==> config.mk <==
export PLATFORM = sky130hd
export DESIGN_NAME = sq_burst_reader_flat
export DESIGN_NICKNAME = d
export VERILOG_FILES = /design/src/rtl/sq_pkg.sv /design/src/rtl/sq_burst_reader_if.sv /design/src/rtl/sq_axis_out_reg.sv /design/src/rtl/sq_burst_reader.sv /design/src/flat_wrapper.sv
export SDC_FILE = /design/constraint.sdc
export NUM_CORES = 1
export LEC_CHECK = 0
export CAP_MARGIN = 30
export CORE_MARGIN = 3
export CORE_UTILIZATION = 49
export CTS_BUF_LIST = sky130_fd_sc_hd__clkbuf_4 sky130_fd_sc_hd__clkbuf_8
export CTS_CLUSTER_DIAMETER = 100
export DETAILED_ROUTE_END_ITERATION = 6
export PLACE_DENSITY = 0.88
export SYNTH_ARGS = -nofsm -noshare
export SYNTH_HDL_FRONTEND = slang
export SYNTH_SLANG_ARGS = --single-unit
==> constraint.sdc <==
create_clock -name aclk -period 5 [get_ports aclk]
set_input_delay 1 -clock aclk [delete_from_list [all_inputs] [get_ports aclk]]
set_output_delay 1 -clock aclk [all_outputs]
set_load 0.02 [all_outputs]
==> src/rtl/sq_pkg.sv <==
// -----------------------------------------------------------------------------
// sq_pkg
// Shared definitions for the submission-queue burst reader:
//   - sq_state_e   : 2-bit FSM state encoding (IDLE, WAIT_DATA, STREAM, DONE)
//   - SQ_MAX_LEN   : default largest legal burst in beats
//   - SQ_LEN_WIDTH : width of burst length and beat counters
//   - len_is_illegal() : request length legality check
// No ports (package).
// -----------------------------------------------------------------------------
package sq_pkg;

    localparam int SQ_MAX_LEN   = 256;
    localparam int SQ_LEN_WIDTH = 9;

    typedef enum logic [1:0] {
        IDLE      = 2'd0,
        WAIT_DATA = 2'd1,
        STREAM    = 2'd2,
        DONE      = 2'd3
    } sq_state_e;

    // A zero-length burst or one longer than max_len is rejected without
    // touching the FIFO.
    function automatic logic len_is_illegal(input logic [SQ_LEN_WIDTH-1:0] len,
                                            input int                      max_len);
        return (len == '0) || (int'(len) > max_len);
    endfunction

endpackage

==> src/rtl/sq_burst_reader_if.sv <==
// -----------------------------------------------------------------------------
// sq_burst_reader_if
// Bundles the three channels around the burst reader:
//   request : req_valid, req_ready, req_len
//   FIFO    : data_count, fifo_empty, data_from_fifo (FWFT head), fifo_pop
//   stream  : m_tdata, m_tvalid, m_tready, m_tlast
// Modports:
//   master : the burst reader (drives req_ready, fifo_pop and the stream)
//   slave  : the surrounding logic (requester, FIFO, stream sink)
// -----------------------------------------------------------------------------
interface sq_burst_reader_if
    import sq_pkg::*;
#(
    parameter int DATA_WIDTH  = 32,
    parameter int COUNT_WIDTH = 15
) ();

    logic                    req_valid;
    logic                    req_ready;
    logic [SQ_LEN_WIDTH-1:0] req_len;

    logic [COUNT_WIDTH-1:0]  data_count;
    logic                    fifo_empty;
    logic [DATA_WIDTH-1:0]   data_from_fifo;
    logic                    fifo_pop;

    logic [DATA_WIDTH-1:0]   m_tdata;
    logic                    m_tvalid;
    logic                    m_tready;
    logic                    m_tlast;

    modport master (
        input  req_valid, req_len,
        output req_ready,
        input  data_count, fifo_empty, data_from_fifo,
        output fifo_pop,
        output m_tdata, m_tvalid, m_tlast,
        input  m_tready
    );

    modport slave (
        output req_valid, req_len,
        input  req_ready,
        output data_count, fifo_empty, data_from_fifo,
        input  fifo_pop,
        input  m_tdata, m_tvalid, m_tlast,
        output m_tready
    );

endinterface

==> src/rtl/sq_axis_out_reg.sv <==
// -----------------------------------------------------------------------------
// sq_axis_out_reg
// Single-entry registered AXI4-Stream output stage.
// Ports:
//   aclk, reset        : clock, synchronous active-high reset
//   load               : capture load_data/load_last this cycle
//   load_data/load_last: next beat to present
//   tready             : downstream ready
//   tvalid/tdata/tlast : registered stream outputs
// A loaded beat is held unchanged until it is accepted. The caller only
// asserts load when the register is empty or its beat is being accepted in
// the same cycle, so a stalled beat is never overwritten.
// -----------------------------------------------------------------------------
module sq_axis_out_reg #(
    parameter int DATA_WIDTH = 32
) (
    input  logic                  aclk,
    input  logic                  reset,
    input  logic                  load,
    input  logic [DATA_WIDTH-1:0] load_data,
    input  logic                  load_last,
    input  logic                  tready,
    output logic                  tvalid,
    output logic [DATA_WIDTH-1:0] tdata,
    output logic                  tlast
);

    logic                  tvalid_q, tvalid_d;
    logic [DATA_WIDTH-1:0] tdata_q,  tdata_d;
    logic                  tlast_q,  tlast_d;

    always_comb begin
        // NOTE: every signal gets its hold value first so no path through the
        // block leaves it unassigned; that is what keeps latches from appearing.
        tvalid_d = tvalid_q;
        tdata_d  = tdata_q;
        tlast_d  = tlast_q;
        if (load) begin
            tvalid_d = 1'b1;
            tdata_d  = load_data;
            tlast_d  = load_last;
        end else if (tvalid_q && tready) begin
            // Beat accepted and nothing behind it: empty the register.
            // tdata keeps its last value; only tvalid qualifies it.
            tvalid_d = 1'b0;
            tlast_d  = 1'b0;
        end
    end

    always_ff @(posedge aclk) begin
        // NOTE: non-blocking assignments here so every flop samples the
        // pre-edge values, independent of statement order or other blocks.
        if (reset) begin
            tvalid_q <= 1'b0;
            tdata_q  <= '0;
            tlast_q  <= 1'b0;
        end else begin
            tvalid_q <= tvalid_d;
            tdata_q  <= tdata_d;
            tlast_q  <= tlast_d;
        end
    end

    assign tvalid = tvalid_q;
    assign tdata  = tdata_q;
    assign tlast  = tlast_q;

endmodule

==> src/rtl/sq_burst_reader.sv <==
// -----------------------------------------------------------------------------
// sq_burst_reader
// Drain side of the SQ data FIFO. Accepts a burst request of N beats, waits
// until the FIFO holds at least N words, then pops exactly N words and
// presents them as a registered AXI4-Stream burst with tlast on beat N.
// Ports:
//   aclk, reset : clock, synchronous active-high reset
//   bus         : sq_burst_reader_if.master (request, FIFO and stream channels)
//   busy        : high from request accept through the done cycle
//   done        : one-cycle pulse at burst completion
//   len_err     : one-cycle pulse with done when req_len was illegal
// -----------------------------------------------------------------------------
module sq_burst_reader
    import sq_pkg::*;
#(
    parameter int DATA_WIDTH  = 32,
    parameter int MAX_LEN     = SQ_MAX_LEN,
    parameter int COUNT_WIDTH = 15
) (
    input  logic              aclk,
    input  logic              reset,
    sq_burst_reader_if.master bus,
    output logic              busy,
    output logic              done,
    output logic              len_err
);

    localparam logic [SQ_LEN_WIDTH-1:0] LEN_ONE = SQ_LEN_WIDTH'(1);

    sq_state_e               state_q,     state_d;
    logic [SQ_LEN_WIDTH-1:0] len_q,       len_d;
    logic                    err_q,       err_d;
    logic [SQ_LEN_WIDTH-1:0] pop_left_q,  pop_left_d;  // words still to pop
    logic [SQ_LEN_WIDTH-1:0] beat_left_q, beat_left_d; // beats still to hand over

    logic                    req_ready_c;
    logic                    load;
    logic                    load_last;
    logic                    tvalid;
    logic                    tlast;
    logic [DATA_WIDTH-1:0]   tdata;
    logic                    accept;

    assign accept    = tvalid && bus.m_tready;
    assign load_last = (pop_left_q == LEN_ONE);

    always_comb begin
        state_d     = state_q;
        len_d       = len_q;
        err_d       = err_q;
        pop_left_d  = pop_left_q;
        beat_left_d = beat_left_q;
        req_ready_c = 1'b0;
        load        = 1'b0;
        done        = 1'b0;
        len_err     = 1'b0;

        case (state_q)
            IDLE: begin
                // Held low while reset is asserted even though the state
                // register may already read IDLE.
                req_ready_c = !reset;
                if (bus.req_valid && req_ready_c) begin
                    len_d   = bus.req_len;
                    err_d   = len_is_illegal(bus.req_len, MAX_LEN);
                    state_d = err_d ? DONE : WAIT_DATA;
                end
            end

            WAIT_DATA: begin
                if (bus.data_count >= COUNT_WIDTH'(len_q)) begin
                    state_d     = STREAM;
                    pop_left_d  = len_q;
                    beat_left_d = len_q;
                end
            end

            STREAM: begin
                // Pop only when a word is really at the head (fifo_empty wins
                // over data_count) and the output register can take it. A pop
                // in a reset cycle would lose the word, so reset blocks it.
                load = (pop_left_q != '0) && !bus.fifo_empty &&
                       (!tvalid || bus.m_tready) && !reset;
                if (load) begin
                    pop_left_d = pop_left_q - LEN_ONE;
                end
                if (accept) begin
                    beat_left_d = beat_left_q - LEN_ONE;
                    if (tlast) begin
                        state_d = DONE;
                    end
                end
            end

            DONE: begin
                done    = 1'b1;
                len_err = err_q;
                state_d = IDLE;
            end

            default: state_d = IDLE;
        endcase
    end

    always_ff @(posedge aclk) begin
        if (reset) begin
            state_q     <= IDLE;
            len_q       <= '0;
            err_q       <= 1'b0;
            pop_left_q  <= '0;
            beat_left_q <= '0;
        end else begin
            state_q     <= state_d;
            len_q       <= len_d;
            err_q       <= err_d;
            pop_left_q  <= pop_left_d;
            beat_left_q <= beat_left_d;
        end
    end

    sq_axis_out_reg #(
        .DATA_WIDTH (DATA_WIDTH)
    ) u_out_reg (
        .aclk      (aclk),
        .reset     (reset),
        .load      (load),
        .load_data (bus.data_from_fifo),
        .load_last (load_last),
        .tready    (bus.m_tready),
        .tvalid    (tvalid),
        .tdata     (tdata),
        .tlast     (tlast)
    );

    assign busy          = (state_q != IDLE);
    assign bus.req_ready = req_ready_c;
    assign bus.fifo_pop  = load;
    assign bus.m_tvalid  = tvalid;
    assign bus.m_tdata   = tdata;
    assign bus.m_tlast   = tlast;

endmodule

==> src/flat_wrapper.sv <==
// flat-port wrapper written by rule: the top's interface ports become plain ports
module sq_burst_reader_flat import sq_pkg::*;
#(
    parameter int DATA_WIDTH  = 32,
    parameter int MAX_LEN     = SQ_MAX_LEN,
    parameter int COUNT_WIDTH = 15
)
  (aclk, reset, busy, done, len_err, bus_req_valid, bus_req_len, bus_req_ready, bus_data_count, bus_fifo_empty, bus_data_from_fifo, bus_fifo_pop, bus_m_tdata, bus_m_tvalid, bus_m_tlast, bus_m_tready);
  sq_burst_reader_if #(.DATA_WIDTH(DATA_WIDTH), .COUNT_WIDTH(COUNT_WIDTH)) bus_i ();
  input  logic aclk;
  input  logic reset;
  output logic busy;
  output logic done;
  output logic len_err;
  input wire logic [$bits(bus_i.req_valid)-1:0] bus_req_valid;
  input wire logic [$bits(bus_i.req_len)-1:0] bus_req_len;
  output wire logic [$bits(bus_i.req_ready)-1:0] bus_req_ready;
  input wire logic [$bits(bus_i.data_count)-1:0] bus_data_count;
  input wire logic [$bits(bus_i.fifo_empty)-1:0] bus_fifo_empty;
  input wire logic [$bits(bus_i.data_from_fifo)-1:0] bus_data_from_fifo;
  output wire logic [$bits(bus_i.fifo_pop)-1:0] bus_fifo_pop;
  output wire logic [$bits(bus_i.m_tdata)-1:0] bus_m_tdata;
  output wire logic [$bits(bus_i.m_tvalid)-1:0] bus_m_tvalid;
  output wire logic [$bits(bus_i.m_tlast)-1:0] bus_m_tlast;
  input wire logic [$bits(bus_i.m_tready)-1:0] bus_m_tready;
  assign bus_i.req_valid = bus_req_valid;
  assign bus_i.req_len = bus_req_len;
  assign bus_req_ready = bus_i.req_ready;
  assign bus_i.data_count = bus_data_count;
  assign bus_i.fifo_empty = bus_fifo_empty;
  assign bus_i.data_from_fifo = bus_data_from_fifo;
  assign bus_fifo_pop = bus_i.fifo_pop;
  assign bus_m_tdata = bus_i.m_tdata;
  assign bus_m_tvalid = bus_i.m_tvalid;
  assign bus_m_tlast = bus_i.m_tlast;
  assign bus_i.m_tready = bus_m_tready;
  sq_burst_reader #(.DATA_WIDTH(DATA_WIDTH), .MAX_LEN(MAX_LEN), .COUNT_WIDTH(COUNT_WIDTH)) u_core (.aclk(aclk), .reset(reset), .bus(bus_i), .busy(busy), .done(done), .len_err(len_err));
endmodule
==> metrics.csv <==
metric;value;unit
number of sinks driven by the clock tree;55;
port bufs;99;
worst reg2reg path depth;6;
Floorplan Core Area;0.00517;mm2
Crit path required time;4.00;ns
maximum operating frequency;279;MHz
placement-stage worst setup slack;1.42;ns
most frequently used flop master after synthesis;dfxtp_1;
violation count after the first detailed-route iteration;151;
overall global routing resource usage;22.9;%
Worst Setup End Kind;output pin;
Setup Fix Bufs, Post-CTS;0;
detailed-route via count;2672;
Post-Syn Nets;407;
instance count of the mapped netlist;330;
Detailed Routing Iterations Pass 1;4;
EDFF count, synth;0;
final std cells w/o fill;492;
ranking of synthesized cells by instance count;nand2_1, dfxtp_1, a21oi_1;
sequential fraction of the synthesis area;41.4;%
Total Routed Length;7.22;mm
RSZ-0062 raised after global routing;false;
number of diodes;0;
Static Leakage;1.32;nW
Slew headroom;39.2;%
met3 routed wirelength;457;um
destination of the critical timing path;bus_fifo_pop;
Min Clock Period, post-route;3.58;ns
total buffers and inverters traversed by the critical path;3;
capturing point of the worst reg2reg path;u_core.pop_left_q[4]$_SDFFE_PP0P_;
class of the most critical hold timing path;reg2reg;
Routability Congestion;0.880;
Routed Antenna Nets;0;
highest metal used;met4;
maximum level of the CTS H-tree;2;
result of the run;finished, final reports clean;
Critical Path AT;2.58;ns
die area;0.00635;mm2
layout net count;498;
register clock-pin slew on the reported worst setup and hold paths;0.09;ns
initial core utilization;51.4;%
cts-stage hold buffer count;0;
Inserted Clock Buffers;5;
cell type contributing the most total cell area after synthesis;dfxtp_1;
mean routed wirelength per cell;14.7;um
wire length of the first global-routing pass;11.6;mm
DRC violation count after routing;0;
length of routed wiring on met1;2.95;mm
flip-flop and latch count after synthesis;55;
pin count of the biggest net entering global routing;54;
largest fanout on the critical path;2;
startpoint type of the worst setup path;primary input;
register-to-register setup slack;2.57;ns
logic depth of the worst path, buffers included;6;
Final Hold Viols;0;
vias in the first global route;2479;
critical register-to-register path startpoint;u_core.state_q[0]$_SDFFE_PP0P_;
Mean Syn Cell Area;8.06;um2
PD cells;384;mW/mm2
global route total overflow;0;
die extent in x;79.7;um
placed wire-length estimate;5.32;mm
area occupied by multi-input gates;0.00138;mm2
max capacitance violation total;0;
count of warnings emitted by yosys;0;
standard-cell rows;26;
post-cts sizing count;0;
final-report setup violation count;0;
origin of the worst setup path;bus_fifo_empty;
share of cells above drive strength 1;5.21;%
count leader, synth;nand2_1;
number of I/O pins;100;
Setup WS post-layout;1.42;ns
wire length on met2;3.63;mm
CP max stage delay;0.60;ns
CTS Buffer Depth;2;
Most common cell on crit path;clkdlybuf4s50_1;
number of antenna violations at the first check in global routing;0;
period utilization;71.6;%
area growth from synthesis to final layout;40.8;%
area of the mapped netlist;0.00266;mm2
later-pin clock latency in the skew report;0.31;ns
Vert. Die Dim;79.7;um
crit-path leading delay family;buffers and inverters;
Fillers;390;
crit path cell chain;clkdlybuf4s50_1, or2_1, nor2_1, nand3_2, inv_2, clkdlybuf4s50_1;
setup TNS after final layout;0;ns
slew at the pin closest to its max-slew limit;0.904;ns
post-synthesis cell type count;51;
slowest stage cell on the critical path;clkdlybuf4s50_1;
average vias per placed instance;5.43;
classification of the worst setup path;in2out;
flip-flop and latch area;0.00110;mm2
Max rail drop VDD;0.000251;V
root buffer cell;clkbuf_8;
max-slew violations;0;
largest clock skew in the final design;0.00974;ns
Synth top area share;41.4;%
CTS tree;built;
fraction of synthesis flops using an asynchronous set or reset pin;0;%
ranking of synthesized cells by area;dfxtp_1, nand2_1, a21oi_1;
post-placement cell count;484;
-- per-layer routing --
layer	vias up	global-route usage (%)
met4	0	6.87
met3	18	4.63
li1	1332	-
met5	-	0
met1	1235	28.4
met2	87	39.7
-- cells in the final DEF (no fill, tap or decap), types with 2 or more instances in the layout --
master           instances
o31ai_1                 13
nand4_1                  6
clkdlybuf4s50_1         98
nor2_1                  10
dfxtp_1                 55
inv_1                   17
nor3_1                   3
ha_1                    16
and3_1                   2
buf_4                    3
nand3_1                  6
nand2_1                 85
buf_2                    2
a21o_1                   3
a2111oi_0                2
o21ai_1                  2
o311ai_0                 3
nor4_1                   4
clkbuf_8                 5
a21oi_1                 43
a31oi_1                  3
o21ai_0                  9
-- report_power, final --
part / switching, W / internal, W
clock: 0.000143 / 0.000104
sequential: 0.0000491 / 0.000499
combinational: 0.000387 / 0.000257
-- worst min-delay path by stage --
| stage | startpoint | endpoint | slack [ns] | cells after the start |
|---|---|---|---|---|
| 2_1_floorplan | u_core.len_q[0]$_SDFFE_PP0P_ | u_core.len_q[0]$_SDFFE_PP0P_ | 0.45 | 2 |
| 3_3_place_gp | u_core.u_out_reg.tdata[7]$_SDFFE_PP0P_ | u_core.u_out_reg.tdata[7]$_SDFFE_PP0P_ | 0.44 | 2 |
| 3_5_place_dp | u_core.u_out_reg.tdata[5]$_SDFFE_PP0P_ | u_core.u_out_reg.tdata[5]$_SDFFE_PP0P_ | 0.45 | 2 |
| 4_1_cts | u_core.u_out_reg.tdata[5]$_SDFFE_PP0P_ | u_core.u_out_reg.tdata[5]$_SDFFE_PP0P_ | 0.46 | 2 |
| 5_1_grt | u_core.u_out_reg.tdata[5]$_SDFFE_PP0P_ | u_core.u_out_reg.tdata[5]$_SDFFE_PP0P_ | 0.47 | 2 |
| 6_report | u_core.u_out_reg.tdata[20]$_SDFFE_PP0P_ | u_core.u_out_reg.tdata[20]$_SDFFE_PP0P_ | 0.46 | 2 |
-- per-stage QoR --
step                      total power (W)  cell area [um2]  util, %  hold slack, ns
final                             0.00144             3740     72.4           0.457
after global routing              0.00154             3740     72.4           0.471
after CTS                         0.00144             3740     72.4           0.460
after detailed placement          0.00119             3660     70.7           0.446
after global placement            0.00117             3650     70.6           0.441
after floorplan                  0.000998             2660        -           0.453
-- cell families (layout without fill, tap and decap cells) --
logic type	count (synthesis)	count (layout)	synth area share, %
buf+inv	38	130	6.59
flops	55	55	41.4
fa+ha+maj	16	16	7.53
compound gates	93	93	22.4
simple gates	126	126	21.4
xor+xnor	1	1	0.329
mux	1	1	0.376
-- worst register-to-register path, cell delays in order, from the launching register on --
cell,delay [ns]
dfxtp_1,0.34
inv_1,0.09
ha_1,0.67
clkinv_1,0.50
o21a_1,0.43
a41oi_2,0.24
nand2_1,0.07
-- layout make-up --
cell class	instances	share of cell area, %
Clock buffer	6	2.04
Clock inverter	2	0.334
Inverter	19	1.90
Multi-Input combinational cell	237	36.9
Sequential cell	55	29.4
Tap cell	70	2.34
Timing Repair Buffer	103	27.1
-- flip-flops by register name (all words and copies together), names as in the netlist --
| register | flops |
|---|---|
| u_core.u_out_reg.tdata | 32 |
| u_core.len_q | 9 |
| u_core.pop_left_q | 9 |
| u_core.state_q | 2 |
| u_core.err_q | 1 |
| u_core.u_out_reg.tlast | 1 |
| u_core.u_out_reg.tvalid | 1 |
Note: power is estimated with default switching activity, not from simulation.
